### src/rtl/unconfig_int_sub.sv
// Two-stage pipelined approximate subtractor c = a - b on the upper OP_BITWIDTH bits.
// Define APX_SUB_BORROW_SAT_EN to clamp the result to zero when a borrow occurs.
module unconfig_int_sub #(
  parameter int unsigned OP_BITWIDTH        = 32,
  parameter int unsigned DATA_PATH_BITWIDTH = 32,
  parameter int unsigned CNT_BITWIDTH       = 16
) (
  input  logic                          clk,
  input  logic                          rst,
  input  logic                          in_valid,
  output logic                          in_ready,
  input  logic [DATA_PATH_BITWIDTH-1:0] a,
  input  logic [DATA_PATH_BITWIDTH-1:0] b,
  output logic                          out_valid,
  input  logic                          out_ready,
  output logic [DATA_PATH_BITWIDTH-1:0] c,
  output logic                          borrow,
  output logic [CNT_BITWIDTH-1:0]       done_cnt
);

  localparam int unsigned DW = DATA_PATH_BITWIDTH;
  localparam int unsigned OW = OP_BITWIDTH;

  logic [DW-1:0]           a_q, a_d, b_q, b_d;
  logic                    s1_valid_q, s1_valid_d;
  logic [DW-1:0]           c_q, c_d;
  logic                    borrow_q, borrow_d;
  logic                    out_valid_q, out_valid_d;
  logic [CNT_BITWIDTH-1:0] cnt_q, cnt_d;

  logic          s2_load;
  logic          in_fire;
  logic          out_fire;
  logic [OW-1:0] at, bt;
  logic [OW:0]   diff;
  logic [DW-1:0] diff_aligned;

  assign s2_load  = s1_valid_q & (~out_valid_q | out_ready);
  assign in_ready = ~s1_valid_q | s2_load;
  assign in_fire  = in_valid & in_ready;
  assign out_fire = out_valid_q & out_ready;

  assign at   = a_q[DW-1 -: OW];
  assign bt   = b_q[DW-1 -: OW];
  assign diff = {1'b0, at} - {1'b0, bt};

  // Shift keeps the OW == DW case free of zero-width slices.
  always_comb begin
    diff_aligned = DW'(diff[OW-1:0]) << (DW - OW);
`ifdef APX_SUB_BORROW_SAT_EN
    if (diff[OW]) begin
      diff_aligned = '0;
    end
`endif
  end

  always_comb begin
    a_d        = a_q;
    b_d        = b_q;
    s1_valid_d = s1_valid_q;
    if (in_fire) begin
      a_d        = a;
      b_d        = b;
      s1_valid_d = 1'b1;
    end else if (s2_load) begin
      s1_valid_d = 1'b0;
    end
  end

  always_comb begin
    c_d         = c_q;
    borrow_d    = borrow_q;
    out_valid_d = out_valid_q;
    cnt_d       = cnt_q;
    if (s2_load) begin
      c_d         = diff_aligned;
      borrow_d    = diff[OW];
      out_valid_d = 1'b1;
    end else if (out_fire) begin
      out_valid_d = 1'b0;
    end
    if (out_fire) begin
      cnt_d = cnt_q + 1'b1;
    end
  end

  always_ff @(posedge clk or negedge rst) begin
    if (!rst) begin
      a_q         <= '0;
      b_q         <= '0;
      s1_valid_q  <= 1'b0;
      c_q         <= '0;
      borrow_q    <= 1'b0;
      out_valid_q <= 1'b0;
      cnt_q       <= '0;
    end else begin
      a_q         <= a_d;
      b_q         <= b_d;
      s1_valid_q  <= s1_valid_d;
      c_q         <= c_d;
      borrow_q    <= borrow_d;
      out_valid_q <= out_valid_d;
      cnt_q       <= cnt_d;
    end
  end

  assign out_valid = out_valid_q;
  assign c         = c_q;
  assign borrow    = borrow_q;
  assign done_cnt  = cnt_q;

endmodule

### config.mk
export PLATFORM = sky130hd
export DESIGN_NAME = unconfig_int_sub
export DESIGN_NICKNAME = d
export VERILOG_FILES = /design/src/rtl/unconfig_int_sub.sv
export SDC_FILE = /design/constraint.sdc
export NUM_CORES = 1
export LEC_CHECK = 0
export CAP_MARGIN = 15
export CORE_MARGIN = 10
export CORE_UTILIZATION = 42
export DETAILED_ROUTE_END_ITERATION = 16
export GPL_ROUTABILITY_DRIVEN = 0
export GPL_TIMING_DRIVEN = 0
export MAX_ROUTING_LAYER = met4
export PLACE_DENSITY = 0.67
export SYNTH_ARGS = -nofsm -noshare
export SYNTH_HDL_FRONTEND = slang
export SYNTH_SLANG_ARGS = --single-unit
### constraint.sdc
create_clock -name clk -period 6.7 [get_ports clk]
set_clock_uncertainty 0.05 [all_clocks]
set_input_delay 1.005 -clock clk [delete_from_list [all_inputs] [get_ports clk]]
set_output_delay 1.005 -clock clk [all_outputs]
set_load 0.02 [all_outputs]
==> qor.csv, run 1 <==
metric,value,unit
outcome,finished clean,
dieArea,20200,um^2
critPathCaptureType,primary output,
hold_path.class,flop to flop,
dp_slack,3.34,ns
ant_nets,0,
numPortBuffers,118,
layout-drive-gt1-share,14.5,%
critPathKind,primary input to primary output,
finalWorstSetupSlack,3.37,ns
wire_per_inst,16.9,um
drc,0,
fill_cells,1231,
setup_viol,0,
crit_start,out_ready,
timing.rr.start,b_q[1],
yosysMostFrequentCell,dfrtp_1,
ctsHoldBuffers,0,
grt_max_degree,68,
htree_levels,4,
die_height,142,um
dr.pass1.iters,5,
hold_violations,0,
area_delta_synth_final,32.8,%
clock-sinks,115,
num_io_pins,119,
core,14600,um^2
ir_drop,0.211,mV
total_power,3.11,mW
clk_latency,0.42,ns
p_leak,3.71,nW
grt_pass1_vias,5377,
yosys.area.top_type,dfrtp_1,
n_antenna_cell,0,
start_util,43.0,%
ys_warn_count,0,
antenna_found_initial,0,
nNetsFinal,855,
maxSlewViolCount,0,
p_sw,1.11,mW
synthCells,615,
cts_tree,yes,
path_clk_slew,0.06,ns
finalCritPeriodShare,49.7,%
vias,5051,
intPower,2.00,mW
synth_commonest_cells,"115 x dfrtp_1, 66 x mux2_2, 59 x nand2_1",
rows,44,
p_clk_share,30.3,%
slew_headroom,46.2,%
synth_edf_count,0,
synth.cell_area,6270,um^2
cts_root_buf,clkbuf_16,
routed_wl,16.1,mm
post_cts_resized,0,
p_sw_share,35.6,%
arrival,2.27,ns
clock.fmax,300,MHz
drv_cap,0,
power.share.combinational,38.1,%
ys.flop_type,dfrtp_1,
die_width,142,um
track_usage,16.5,%
power_density,373,nW/um^2
synth_seq_cells,115,
synth_nets,717,
path_max_fanout,3,
required,5.64,ns
p_seq_share,31.5,%
post_cts_buffers,0,
tightest_slew,0.807,ns
clockBufferDepth,2,
yosysTopAreaCellShare,45.9,%
seq_area_frac_synth,45.9,%
rsz0062_at_grt,false,
grt_pass1_wl,26.5,mm
ys_async_sr_fraction,100,%
globalRoute.totalOverflow,0,
start_kind,primary input,
fin_crit,3.33,ns
postSynthAreaPerCell,10.2,um^2
holdCritStartpoint,done_cnt[15],
synth_cell_types,48,
yosys-top-cells-area,"dfrtp_1 46%, mux2_2 12%, ha_1 6.6%",
routed_via_density,5.32,
holdWs,0.415,ns
drtIter0Drc,276,
detailed_place_hpwl,12.4,mm
numCtsBuffers,17,
final.setup.tns,0,ns
[final cells by class]
cell class | instances | area [um^2] | share of cell area (%)
Clock buffer | 18 | 439 | 5.27
Buffer | 28 | 106 | 1.28
Timing Repair Buffer | 119 | 1210 | 14.5
Tap cell | 184 | 230 | 2.76
Inverter | 46 | 173 | 2.07
Sequential cell | 115 | 2880 | 34.5
Clock inverter | 14 | 179 | 2.15
Multi-Input combinational cell | 426 | 3120 | 37.4
[stage by stage]
step | area, um^2 | util [%] | instances
final | 8330 | 57.1 | 950
after global placement | 7690 | 52.7 | 917
after floorplan | 6270 | - | 615
after detailed placement | 7710 | 52.9 | 918
after global routing | 8330 | 57.1 | 950
after CTS | 8330 | 57.1 | 950
[kinds of logic (layout without fill, tap and decap cells)]
kind of cell | Yosys count | count (layout) | share of synthesized area, %
AND/OR/NAND/NOR | 154 | 154 | 11.6
AO/OA/AOI/OAI | 136 | 136 | 14.4
flip-flops | 115 | 115 | 45.9
buffers and inverters | 74 | 225 | 4.45
multiplexers | 66 | 66 | 11.8
XOR/XNOR | 36 | 36 | 5.02
adder cells (fa/ha/maj) | 34 | 34 | 6.90
[critical path: stages]
cell             delay, ns
clkdlybuf4s50_1       0.48
nand3b_1              0.16
clkdlybuf4s50_1       0.63
[sequential cells by signal, indices dropped and copies added, names as in the netlist]
register    cells
a_q            32
b_q            32
borrow          1
c              32
done_cnt       16
out_valid       1
s1_valid_q      1
[power groups by stage]
stage / clock (mW) / sequential (mW) / combinational, mW
2_1_floorplan: 0 / 1.10 / 0.590
3_3_place_gp: 0 / 0.982 / 1.16
3_5_place_dp: 0 / 0.991 / 1.19
4_1_cts: 0.961 / 0.981 / 1.19
5_1_grt: 0.990 / 1.00 / 1.30
6_report: 0.942 / 0.979 / 1.18
[placed cells by master (no fill, tap or decap), types with 19 or more instances in the layout]
master / n
xor2_1: 19
dfrtp_1: 115
clkdlybuf4s50_1: 117
ha_1: 33
o21ai_0: 41
inv_1: 46
mux2_2: 66
nand2_1: 59
a21oi_1: 32
nor2_1: 29
clkbuf_1: 27
[path summary, 6_finish.rpt]
check                          endpoint  slack (ns)  cells after the start
setup / recovery               in_ready        3.37                      3
hold reg to reg            done_cnt[15]        0.41                      1
max in group asynchronous          c[9]        5.45                      2
hold / removal             done_cnt[15]        0.41                      1
min in group asynchronous       b_q[23]        0.47                      1
setup reg to reg                  c[31]        3.71                      9
[layer usage]
layer / up-vias / share of wire (%) / global-route usage (%)
li1: 2439 / - / -
met1: 2438 / 45 / 19.9
met2: 151 / 48 / 26.3
met3: 23 / 5.2 / 4.41
met4: 0 / 1.8 / 5.81
met5: - / 0 / -
Note: power is estimated with default switching activity, not from simulation.
==> inputs of run 2 (changes only) <==
--- a/config.mk
+++ b/config.mk
@@ -12,7 +12,7 @@
 export GPL_ROUTABILITY_DRIVEN = 0
 export GPL_TIMING_DRIVEN = 0
 export MAX_ROUTING_LAYER = met4
-export PLACE_DENSITY = 0.67
+export PLACE_DENSITY = 0.69
 export SYNTH_ARGS = -nofsm -noshare
 export SYNTH_HDL_FRONTEND = slang
 export SYNTH_SLANG_ARGS = --single-unit
==> constraint.sdc (replaced) <==
create_clock -name clk -period 3.01 [get_ports clk]
set_clock_uncertainty 0.05 [all_clocks]
set_input_delay 0.4515 -clock clk [delete_from_list [all_inputs] [get_ports clk]]
set_output_delay 0.4515 -clock clk [all_outputs]
set_load 0.02 [all_outputs]
==> qor.csv, run 2 (synthesis results as in run 1) <==
metric,value,unit,change
outcome,finished clean,,
fill_cells,1272,,+3.3%
finish.utilization,57.3,%,+0.23 points
die_height,142,um,unchanged
finalWorstSetupSlack,0.201,ns,-3.17 ns
ant_nets,0,,unchanged
clock.fmax,356,MHz,
layout-drive-gt1-share,14.5,%,-0.019 points
p_leak,3.71,nW,about the same
grt_pass1_wl,26.8,mm,+1.4%
grt_pass1_vias,5269,,-2.0%
maxSlewViolCount,0,,unchanged
slew_headroom,59.7,%,+14 points
holdWs,0.428,ns,+0.0131 ns
vias,5098,,+0.93%
track_usage,16.8,%,+0.30 points
cts_root_buf,clkbuf_16,,
arrival,3.06,ns,+0.79 ns
htree_levels,4,,unchanged
hold_violations,0,,unchanged
fin_area,8370,um^2,+0.41%
power_density,829,nW/um^2,+120%
rsz0062_at_grt,false,,
holdCritStartpoint,done_cnt[15],,
grt_use_met2,26.1,%,-0.12 points
routed_wl,16.2,mm,+0.95%
timing.rr.start,b_q[0],,
area_delta_synth_final,33.3,%,
cts_tree,yes,,
drv_cap,0,,unchanged
numCtsBuffers,17,,unchanged
detailed_place_hpwl,12.6,mm,+0.83%
grt.busiest_layer,met2,,
critPathCaptureType,flop,,
core,14600,um^2,unchanged
clk_latency,0.42,ns,about the same
nNetsFinal,856,,+0.12%
globalRoute.totalOverflow,0,,unchanged
total_power,6.93,mW,+120%
final_cell_mix,"117 x clkdlybuf4s50_1, 115 x dfrtp_1, 66 x mux2_2",,
reg2reg_slack,0.20,ns,-3.51 ns
grt_use_met3,4.37,%,-0.033 points
critPathKind,flop to flop,,
dp_slack,0.0555,ns,-3.29 ns
path_max_fanout,3,,unchanged
die_width,142,um,unchanged
placed_area,7710,um^2,unchanged
finalCritPeriodShare,93.3,%,
start_util,43.0,%,unchanged
grt_max_degree,63,,-7.4%
tightest_slew,0.604,ns,-0.203 ns
grtUsageMet1,20.7,%,+0.83 points
num_io_pins,119,,unchanged
numPortBuffers,118,,unchanged
clockBufferDepth,2,,unchanged
post_cts_buffers,0,,unchanged
rows,44,,unchanged
ir_drop,0.476,mV,+130%
setup_viol,0,,unchanged
dp_cells,918,,unchanged
dr.pass1.iters,5,,unchanged
required,3.26,ns,-2.38 ns
final_cells,951,,+0.11%
fin_crit,2.81,ns,
start_kind,flop,,
hold_path.class,flop to flop,,
drtIter0Drc,412,,+49%
wire_per_inst,17.1,um,+0.84%
crit_start,b_q[0],,
n_antenna_cell,0,,unchanged
dieArea,20200,um^2,unchanged
final_common_cell,clkdlybuf4s50_1,,
final.setup.tns,0,ns,unchanged
drc,0,,unchanged
routed_via_density,5.36,,+0.82%
antenna_found_initial,0,,unchanged
clock-sinks,115,,unchanged
path_clk_slew,0.06,ns,about the same
[run 2: changes by cell type in the layout (fill, tap and decap cells not counted), moves of 2 or more]
cell,previous run,this run
clkinvlp_4,3,6
inv_6,3,0
clkbuf_8,1,3
clkinv_4,4,2
[run 2: path summary, 6_finish.rpt]
path	end	cells past startpoint
max in group asynchronous	b_q[5]	3
max	c[28]	9
min	done_cnt[15]	1
min reg2reg	done_cnt[15]	1
min in group asynchronous	b_q[22]	2
max reg2reg	c[28]	9
[run 2: layout make-up]
cell class	instances	area, um^2	area share (%)
inverters	46	173	2.06
repair buffers	120	1220	14.6
well taps	184	230	2.75
clock inverters	11	153	1.82
plain buffers	28	106	1.27
flip-flops and latches	115	2880	34.4
clock buffers	21	470	5.62
multi-input cells	426	3140	37.5
[run 2: worst max-delay path: stages (launching register included)]
cell       delay [ns]
dfrtp_1          0.38
ha_1             0.21
fa_1             0.42
nor2b_1          0.18
o2111ai_1        0.21
a21o_1           0.27
a2111oi_4        0.38
o21ai_1          0.18
nor3b_1          0.17
a221o_1          0.25
[run 2: timing repair]
| action | CTS | global route |
|---|---|---|
| gates resized for setup | 1 | 3 |
| endpoints found under the hold margin | 53 | 0 |
| setup endpoints to repair | 1 | 4 |
| hold buffers | 1 | 0 |
[run 2: report_power, final]
part	total (mW)	internal, mW	switching, mW
Clock	2.09	1.37	0.720
Sequential	2.18	1.93	0.252
Combinational	2.67	1.20	1.47
Total	6.93	4.49	2.44
[run 2: per-layer routing]
metal  wire length, um  vias up  share of wire, %
li1                  -     2433                 -
met1              7040     2483                43
met2              7860      157                48
met3               992       25               6.1
met4               323        0               2.0
met5                 0        -                 0
